<file path="config.mk">
export PLATFORM = sky130hd
export DESIGN_NAME = rom_arbiter
export DESIGN_NICKNAME = d
export VERILOG_FILES = /design/src/rtl/rom_arbiter.sv
export SDC_FILE = /design/constraint.sdc
export NUM_CORES = 1
export LEC_CHECK = 0
export BUFFER_PORTS_ARGS = -buffer_cell sky130_fd_sc_hd__buf_2
export CORE_MARGIN = 2
export CORE_UTILIZATION = 35
export DETAILED_ROUTE_END_ITERATION = 16
export HOLD_SLACK_MARGIN = 0.02
export SETUP_SLACK_MARGIN = 0.2
export SYNTH_ARGS = -nofsm -noshare
export SYNTH_HDL_FRONTEND = slang
export SYNTH_SLANG_ARGS = --single-unit
</file>
<file path="constraint.sdc">
create_clock -name clk -period 3 [get_ports clk]
set_input_delay 0.3 -clock clk [delete_from_list [all_inputs] [get_ports clk]]
set_output_delay 0.3 -clock clk [all_outputs]
set_load 0.01 [all_outputs]
</file>
<file path="src/rtl/rom_arbiter.sv">
// rom_arbiter: three requesters share one synchronous ROM through a
// round-robin arbiter. Each ROM access runs IDLE -> ISSUE -> WAIT -> DONE;
// the ack pulse for requester i appears three cycles after its request
// is granted in IDLE.
//
// Optional feature: define ROM_ARBITER_LASTHIT_EN to keep, per requester,
// the last ROM-served address/data. A repeat read of that address is then
// answered from the stored word in IDLE, skipping the ROM (ack one cycle
// after the grant).
//
// Handshake: req[i] is a level request; addr_i is held stable while req[i]
// is high. ack[i] is a one-cycle pulse marking data_o valid for requester i.
// A requester that wants no further access drops req[i] on the edge where
// its ack is high; req[i] still high in the following IDLE is a new request.
module rom_arbiter #(
  parameter int DATA_WIDTH = 8,
  parameter int ADDR_WIDTH = 15
) (
  input  logic                  clk,
  input  logic                  reset,
  input  logic [2:0]            req,
  input  logic [ADDR_WIDTH-1:0] addr0,
  input  logic [ADDR_WIDTH-1:0] addr1,
  input  logic [ADDR_WIDTH-1:0] addr2,
  output logic [2:0]            ack,
  output logic [DATA_WIDTH-1:0] data_o,
  output logic                  rom_cen,
  output logic [ADDR_WIDTH-1:0] rom_addr,
  input  logic [DATA_WIDTH-1:0] rom_data,
  output logic                  busy,
  output logic [1:0]            fsm_state
);

  typedef enum logic [1:0] {
    S_IDLE  = 2'd0,
    S_ISSUE = 2'd1,
    S_WAIT  = 2'd2,
    S_DONE  = 2'd3
  } state_t;

  state_t                state;
  logic [1:0]            ptr;        // requester with highest priority
  logic [1:0]            granted;    // requester owning the access in flight
  logic                  found;
  logic [1:0]            gidx;
  logic [1:0]            cand;
  logic [ADDR_WIDTH-1:0] grant_addr;

  // Successor in the 0 -> 1 -> 2 -> 0 ring.
  function automatic logic [1:0] next_idx(input logic [1:0] i);
    return (i == 2'd2) ? 2'd0 : i + 2'd1;
  endfunction

  function automatic logic [2:0] onehot(input logic [1:0] i);
    case (i)
      2'd1:    return 3'b010;
      2'd2:    return 3'b100;
      default: return 3'b001;
    endcase
  endfunction

  // Round-robin search: ptr, ptr+1, ptr+2 (mod 3); first asserted req wins.
  always_comb begin
    found = 1'b0;
    gidx  = 2'd0;
    cand  = ptr;
    for (int k = 0; k < 3; k++) begin
      if (!found && req[cand]) begin
        found = 1'b1;
        gidx  = cand;
      end
      cand = next_idx(cand);
    end
  end

  // Address of the winning requester; only consumed in IDLE.
  always_comb begin
    case (gidx)
      2'd1:    grant_addr = addr1;
      2'd2:    grant_addr = addr2;
      default: grant_addr = addr0;
    endcase
  end

`ifdef ROM_ARBITER_LASTHIT_EN
  logic [ADDR_WIDTH-1:0] last_addr [3];
  logic [DATA_WIDTH-1:0] last_data [3];
  logic [2:0]            last_valid;
  logic                  hit;

  assign hit = found && last_valid[gidx] && (last_addr[gidx] == grant_addr);
`endif

  assign busy      = (state != S_IDLE);
  assign fsm_state = state;

  // Arbiter FSM; every output is registered. Reset aborts any access.
  always_ff @(posedge clk) begin
    if (reset) begin
      state    <= S_IDLE;
      ptr      <= 2'd0;
      granted  <= 2'd0;
      ack      <= 3'b000;
      rom_cen  <= 1'b0;
      rom_addr <= '0;
      data_o   <= '0;
`ifdef ROM_ARBITER_LASTHIT_EN
      last_valid <= 3'b000;
      for (int i = 0; i < 3; i++) begin
        last_addr[i] <= '0;
        last_data[i] <= '0;
      end
`endif
    end else begin
      case (state)
        S_IDLE: begin
          ack     <= 3'b000;
          rom_cen <= 1'b0;
          if (found) begin
            granted <= gidx;
            ptr     <= next_idx(gidx);
`ifdef ROM_ARBITER_LASTHIT_EN
            if (hit) begin
              data_o <= last_data[gidx];
              ack    <= onehot(gidx);
              state  <= S_DONE;
            end else
`endif
            begin
              rom_addr <= grant_addr;
              rom_cen  <= 1'b1;
              state    <= S_ISSUE;
            end
          end
        end
        S_ISSUE: begin
          // The ROM samples rom_addr on this edge.
          rom_cen <= 1'b0;
          state   <= S_WAIT;
        end
        S_WAIT: begin
          data_o <= rom_data;
          ack    <= onehot(granted);
          state  <= S_DONE;
`ifdef ROM_ARBITER_LASTHIT_EN
          last_addr[granted]  <= rom_addr;
          last_data[granted]  <= rom_data;
          last_valid[granted] <= 1'b1;
`endif
        end
        default: begin
          ack   <= 3'b000;
          state <= S_IDLE;
        end
      endcase
    end
  end

endmodule

</file>
## Yosys cells after proc, flatten, opt, wreduce, memory -nomap -nowiden

Index checks and enable logic that the tools add are counted.

| word-level totals | value |
|---|---|
| flip-flop bits (word level) | 33 |
| memories kept | 0 |
| bits in read-only memories | 0 |
| bits in latches | 0 |
| bits in writable memories | 0 |
| word-level logic and storage cells | 52 |

| operators by class | value |
|---|---|
| order comparisons | 3 |
| divide/modulo/power cells | 0 |
| reduce and logical (&&, ||, !) cells | 8 |
| bitwise gates (word level) | 0 |
| mux-type cells | 22 |
| shift operators | 0 |
| add/sub/neg operators | 3 |
| eq/ne operators | 9 |
| multipliers | 0 |

Operator list:

| operator | count |
|---|---|
| one-hot mux 15 bit (2 select lines) | 1 |
| two-way mux 2 bit | 7 |
| one-hot mux 3 bit (2 select lines) | 2 |
| == test 2 bit (second input constant) | 5 |
| less-than comparator 2 x 3 -> 1 bit (second input constant) | 3 |
| two-way mux 1 bit | 7 |
| adder 2 x 1 -> 2 bit (second input constant) | 3 |
| binary-select mux 1 bit (select 2 bit) | 3 |
| == test 2 x 1 -> 1 bit (second input constant) | 3 |
| one-hot mux 2 bit (3 select lines) | 1 |
| nonzero test 2 bit | 2 |
| logical AND 1 bit | 2 |
| logical NOT 1 bit | 2 |
| logical NOT 2 bit | 1 |
| inequality test 2 bit (second input constant) | 1 |
| one-hot mux 1 bit (2 select lines) | 1 |
| AND reduction 2 bit | 1 |

## Depth between registers and ports, before layout

Gate-level depths: netlist of the first run.

| depth | value |
|---|---|
| word-level depth | 11 |
| gate-level depth with buffers | 10 |
| depth with buffers taken out | 7 |

## Worst setup path before layout of the first run

Ideal clock, no wire load.

| timing | value |
|---|---|
| kind | input port to flip-flop |
| from | input port req[0] |
| to | register rom_addr[10] |
| library setup time | 0.088 ns |
| arrival | 2.082 ns |
| path slack | 0.830 ns |
| required time | 2.912 ns |
| cell stages on the path | 10 |
| path through | clkbuf_1 nand2b_1 a21oi_1 nand2b_1 ha_1 clkbuf_1 inv_1 clkbuf_1 a221oi_1 o32ai_2 |

| on the way | value |
|---|---|
| longest elaborated chain between the ends | 11 |

RTL lines:

| what | line | RTL |
|---|---|---|
| start, declared | 21 | `input logic [2:0] req,` |
| binary-select mux 1 bit (select 2 bit) | 68 | `if (!found && req[cand]) begin` |
| two-way mux 1 bit (not written as such) | 68 |  |
| two-way mux 1 bit | 68 |  |
| logical NOT 1 bit | 68 |  |
| logical AND 1 bit | 68 |  |
| two-way mux 1 bit | 68 |  |
| logical NOT 1 bit | 68 |  |
| logical AND 1 bit | 68 |  |
| two-way mux 2 bit | 68 |  |
| == test 2 bit / == test 2 x 1 -> 1 bit (equally long branches) | 78 | `case (gidx)` |
| one-hot mux 15 bit (2 select lines) | 78 |  |
| end signal, assigned | 130 | `rom_addr <= grant_addr;` |
| end, declared | 28 | `output logic [ADDR_WIDTH-1:0] rom_addr,` |

Parallel ways exist; a longest one is shown, timed or not. The select of a mux whose other input is x is not followed.
A chain may end at the register's enable or synchronous reset.

## Worst setup path in the final report of the first run

| timing | value |
|---|---|
| from | register ptr[1] |
| to | register rom_addr[14] |

| on the way | value |
|---|---|
| longest elaborated chain between the ends | 11 |

RTL lines:

| what | line | RTL |
|---|---|---|
| start, declared | 42 | `logic [1:0] ptr;` |
| start signal, assigned | 121 | `ptr <= next_idx(gidx);` |
| branches (longest 11 deep; another with adder 2 x 1 -> 2 bit) | n/a |  |

Several ways; the timed one is not identified. The select of a mux whose other input is x is not followed.

==> results of run 1 <==
==> per-stage QoR <==
stage	total power (W)	instance area (um2)	setup slack, ps
2_1_floorplan	0.00124	1700	830
3_3_place_gp	0.00151	2140	908
3_5_place_dp	0.00151	2140	891
4_1_cts	0.00187	2230	916
5_1_grt	0.00198	2230	700
6_report	0.00184	2230	920
==> worst min-delay path, delay by kind of cell <==
kind                   cells  cell delay [ps]
buffers and inverters      1               80
and+or+nand+nor            1               70
muxes                      1               50
==> per-layer routing <==
| layer | GRT usage (%) | part of all wire (%) | vias up |
|---|---|---|---|
| met4 | 4.85 | 1.1 | 0 |
| met2 | 28.4 | 44 | 80 |
| met3 | 6.72 | 9.6 | 6 |
| met5 | 0 | 0 | - |
| met1 | 19.5 | 45 | 754 |
| li1 | - | - | 839 |
==> registers in the layout (all words and copies together), names as in the netlist <==
signal and cells:
ptr 2, granted 2, rom_addr 15, rom_cen 1, ack 3, data_o 8
fsm_state 2
==> final cells by class <==
cell class | count | area (um2)
Timing Repair Buffer | 89 | 450
Fill cell | 452 | 2460
Multi-Input combinational cell | 127 | 926
Clock buffer | 6 | 82.6
Inverter | 9 | 33.8
Tap cell | 54 | 67.6
Sequential cell | 33 | 661
Clock inverter | 2 | 13.8
==> synth_stat cells (2+ instances only) <==
library cell / n
o311ai_0: 2
nand2b_1: 2
nand2_1: 19
dfxtp_1: 33
a21oi_1: 6
o211ai_1: 3
nand3_1: 2
nor2_1: 29
a221oi_1: 15
mux2i_1: 8
clkbuf_1: 8
inv_1: 8
ha_1: 10
buf_6: 2
buf_2: 2
o32ai_1: 8
a22oi_1: 3
o32ai_2: 8
==> kinds of logic (layout without fill, tap and decap cells) <==
logic type	after synthesis	count (layout)
AO/OA/AOI/OAI	54	54
adder cells (fa/ha/maj)	10	10
buffers and inverters	23	106
AND/OR/NAND/NOR	55	55
flip-flops	33	33
multiplexers	8	8
==> power groups by stage <==
stage	logic [W]	clock network (W)	registers [W]
floorplan	0.000510	0	0.000728
global placement	0.000834	0	0.000672
detailed placement	0.000836	0	0.000670
CTS	0.000838	0.000365	0.000665
global route	0.000919	0.000377	0.000685
finish	0.000828	0.000352	0.000665
==> how the worst max path moves through the flow <==
stage                   startpoint  slack [ps]                        end
2_1_floorplan               req[0]         830  rom_addr[10]$_SDFFE_PP0P_
3_3_place_gp                req[0]         910  rom_addr[14]$_SDFFE_PP0P_
3_5_place_dp                req[2]         890  rom_addr[14]$_SDFFE_PP0P_
4_1_cts        ptr[1]$_SDFFE_PP0P_         920  rom_addr[14]$_SDFFE_PP0P_
5_1_grt        ptr[1]$_SDFFE_PP0P_         700  rom_addr[10]$_SDFFE_PP0P_
6_report       ptr[1]$_SDFFE_PP0P_         920  rom_addr[14]$_SDFFE_PP0P_
==> flow_summary.yaml, run 1 <==
pwr:
  leakagePower_nw: 1.03
  p_int_w: 0.00112
  power.switching_w: 0.000719
  ir_worst_vdd_v: 0.000338
  combinationalPowerShare_pct: 44.9
  p_clk_share_pct: 19.1
  p_seq_share_pct: 36.0
  p_per_area_nw_per_um2: 825
  netSwitchingFraction_pct: 39.0
critical_path:
  crit_path_end_kind: "register"
  cp.required_ps: 3190
  critPathLaunchType: "register"
  crit_type: "register to register"
  path_delay_family: "compound AO/OA/AOI/OAI gates"
  r2r_slack_ps: 920
  cp_num_cells: 6
  r2r_start: "ptr[1]$_SDFFE_PP0P_"
  slowest_delay_ps: 390
  r2r-end: "rom_addr[14]$_SDFFE_PP0P_"
  path_cells: "a21boi_0, nand2b_1, ha_1, inv_1, a221oi_1, o32ai_1"
  path_buf_inv: 1
  cp_data_arrival_time_ps: 2270
  r2r_cells: 6
  cp_max_fo: 15
  slowest_stage: "a21boi_0"
timing:
  drv_slew: 0
  worst_pin_slew_ps: 715
  finalHoldViolCount: 0
  fin_worst_skew_ps: 8.49
  fmax_ghz: 0.481
  rsz0062_at_grt: "false"
  tns_ps: 0
  layout_min_cycle_time_ps: 2080
  setup_viol: 0
  holdWs_ps: 255
  maxSlewHeadroom_pct: 52.3
  finalCritPeriodShare_pct: 69.3
cts:
  htree_levels: 2
  ctsHoldBuffers: 0
  post_cts_resized: 0
  numCtsBuffers: 5
  clk_latency_ps: 280
  cts_tree: "done"
  clk_pin_slew_ps: 70
  root_buffer: "clkbuf_8"
  cts_num_sinks: 33
  clock_path_buffers: 2
  post_cts_buffers: 0
synth:
  async_flop_share_pct: 0
  ys_seq_area_share_pct: 38.8
  synthCells: 183
  syn-num-nets: 251
  synth_compound_area_share_pct: 29.3
  synth_area_um2: 1700
  yosysTopAreaCellShare_pct: 38.8
  synth_flop_cell: "dfxtp_1"
  synth_top_family_by_area: "compound AO/OA/AOI/OAI gates"
  synth_area_leader_cell: "dfxtp_1"
  synth_fa_ha_area_share_pct: 7.35
  synthSimpleGateAreaFrac_pct: 13.1
  ys_ff_latch: 33
  syn_area_per_cell_um2: 9.30
  muxShareOfSynthArea_pct: 4.71
  synth_area_leaders: "dfxtp_1, a221oi_1, o32ai_2"
  yosysWarnings: 0
  synth-edff-count: 0
  synthDistinctLibCells: 33
  synthXorXnorAreaFrac_pct: 0
final_layout:
  syn_to_final_growth_pct: 31.3
  fin_nets: 333
  stdcell_count: 320
  final_cell_mix: "buf_2, dfxtp_1, nor2_1"
  diodes: 0
  finish.utilization_pct: 47.6
  layout-drive-gt1-share_pct: 40.6
  layout_commonest_cell: "buf_2"
route:
  wl_per_cell_um: 13.7
  routed_wl_um: 4390
  drcViolationCount: 0
  ant_nets: 0
  first_pass_iters: 4
  dr_total_vias: 1679
  drt_iter0_drc: 54
  vias_per_cell: 5.25
die:
  io_pins: 88
  die_h_um: 73.7
  start_util_pct: 36.3
  fp-row-count: 25
  die_area_um2: 5440
  core_um2: 4690
  die_x_um: 73.7
global_routing:
  antenna_found_initial: 0
  track_usage_pct: 16.8
  grt_pass1_vias: 1597
  grt_max_degree: 19
  grt_pass1_wl_um: 7040
  grt-ovfl-total: 0
min_path:
  hold_depth: 3
  hold_end: "data_o[6]$_SDFFE_PP0P_"
  hp-start: "rom_data[6]"
  min_path_type: "primary input to register"
status:
  outcome: "completed"
placed_design:
  hpwl_um: 3140
  dp_cells: 312
  gp_congestion: 0.779
  io_buffers: 87
job:
  max_cap_violations: 0
(Power assumes the default switching activity.)
==> inputs of run 2 (changes only) <==
==> constraint.sdc (replaced) <==
create_clock -name clk -period 2.05 [get_ports clk]
set_input_delay 0.205 -clock clk [delete_from_list [all_inputs] [get_ports clk]]
set_output_delay 0.205 -clock clk [all_outputs]
set_load 0.01 [all_outputs]
==> run 2 against run 1 <==
Critical endpoint unchanged. Wire length up 3.1%. Count of clock-buffer cells in the layout rose by 1. Sequential share of layout area down 2.2 points. Combinational power up 64%. Sequential cell count did not move. Register-to-register slack worse by 620 ps. Fmax rose by 19%. Core utilization rose by 4.1 points. Clock skew decreased by 6.0 ps. First-iteration DRC count increased by 17%. Die area unchanged. Power is 61% higher.
==> flow_summary.yaml, run 2 (same netlist as run 1, synthesis figures left out) <==
timing:
  layout_min_cycle_time_ps: 1750
  finalHoldViolCount: 0
  fin_ws_ps: 298
  setup_viol: 0
  fmax_ghz: 0.571
  maxSlewHeadroom_pct: 66.8
  tns_ps: 0
  worst_pin_slew_ps: 498
  finalCritPeriodShare_pct: 85.5
  rsz0062_at_grt: "true"
  holdWs_ps: 162
  drv_slew: 0
  fin_worst_skew_ps: 2.44
cts:
  clk_pin_slew_ps: 70
  root_buffer: "clkbuf_8"
  htree_levels: 2
  clock_path_buffers: 2
  numCtsBuffers: 5
  ctsHoldBuffers: 0
  clk_latency_ps: 280
  cts_tree: "done"
  cts_num_sinks: 33
critical_path:
  cp_max_fo: 15
  path_cells: "nand2b_1, a21oi_2, nand2b_4, ha_1, inv_1, buf_12, a221oi_2, o32ai_1"
  crit_path_end_kind: "register"
  slowest_stage: "dfxtp_2"
  critPathLaunchType: "register"
  slowest_delay_ps: 350
  cp.required_ps: 2230
  crit_type: "register to register"
  cp_data_arrival_time_ps: 1930
final_layout:
  largest-register: "rom_addr"
  reg_top3: "rom_addr x15, data_o x8, ack x3"
  syn_to_final_growth_pct: 42.7
  layout_commonest_cell: "buf_2"
  fin_nets: 343
  diodes: 0
  layout-drive-gt1-share_pct: 47.8
  largest_register_ff_count: 15
  final_cell_mix: "buf_2, dfxtp_1, nor2_1"
placed_design:
  io_buffers: 87
  hpwl_um: 3260
  gp_congestion: 0.763
  place_ws_ps: 182
die:
  start_util_pct: 36.3
  die_area_um2: 5440
  core_um2: 4690
  fp-row-count: 25
  io_pins: 88
  die_h_um: 73.7
  die_x_um: 73.7
route:
  dr_total_vias: 1719
  vias_per_cell: 5.21
  drcViolationCount: 0
  ant_nets: 0
  first_pass_iters: 6
  drt_iter0_drc: 63
  routed_wl_um: 4520
  wl_per_cell_um: 13.7
global_routing:
  grt_max_degree: 19
  grt-ovfl-total: 0
  track_usage_pct: 17.0
  grt_pass1_vias: 1650
  grt_pass1_wl_um: 7420
  antenna_found_initial: 0
pwr:
  leakagePower_nw: 1.13
  p_per_area_nw_per_um2: 1220
  ir_worst_vdd_v: 0.000570
job:
  max_cap_violations: 0
status:
  outcome: "completed"
min_path:
  min_path_type: "primary input to register"
==> run 2: per-layer routing <==
layer | global-route usage (%) | routed length, um | share of wire, %
met2 | 26.9 | 2120 | 47
met3 | 5.21 | 316 | 7.0
met5 | 0 | 0 | 0
met4 | 2.42 | 8 | 0.18
met1 | 23.3 | 2080 | 46
==> run 2: worst paths after layout <==
path | start | end | slack, ps | depth (start not counted)
setup / recovery | ptr[0]$_SDFFE_PP0P_ | rom_addr[14]$_SDFFE_PP0P_ | 300 | 8
hold / removal | rom_data[4] | data_o[4]$_SDFFE_PP0P_ | 160 | 3
setup reg to reg | ptr[0]$_SDFFE_PP0P_ | rom_addr[14]$_SDFFE_PP0P_ | 300 | 8
hold reg to reg | rom_addr[4]$_SDFFE_PP0P_ | rom_addr[4]$_SDFFE_PP0P_ | 480 | 2
==> run 2: what timing repair did <==
item | CTS | global route
setup buffers | 0 | 1
gates cloned | 0 | 0
gates resized for setup | 1 | 7
endpoints found under the setup margin | 7 | 15
pin swaps | 1 | 2
==> run 2: critical path, delay by kind of cell (launching register included) <==
family | cells | cell delay, ps
and+or+nand+nor | 2 | 320
AOI/OAI and AO/OA | 3 | 490
buffers and inverters | 2 | 260
adders and majority gates | 1 | 240
DFF | 1 | 350
==> run 2: metrics by stage <==
| stage | area (um2) | instances | total power, W | util (%) |
|---|---|---|---|---|
| global placement | 2270 | 321 | 0.00232 | 48.3 |
| finish | 2430 | 330 | 0.00297 | 51.8 |
| floorplan | 1770 | 183 | 0.00187 | - |
| CTS | 2380 | 329 | 0.00297 | 50.8 |
| detailed placement | 2270 | 321 | 0.00232 | 48.3 |
| global route | 2430 | 330 | 0.00319 | 51.8 |
==> run 2: final cells by class <==
class | count | area [um2]
inverter | 9 | 33.8
clock inverter | 1 | 30.0
fill | 464 | 2260
tap | 54 | 67.6
multi-input combinational | 127 | 1000
clock buffer | 7 | 86.3
sequential | 33 | 666
timing repair buffer | 99 | 542
==> run 2: where the power goes <==
| group | total [W] | internal, W | switching (W) |
|---|---|---|---|
| clock network | 0.000632 | 0.000396 | 0.000236 |
| logic | 0.00136 | 0.000625 | 0.000734 |
| registers | 0.000977 | 0.000852 | 0.000124 |
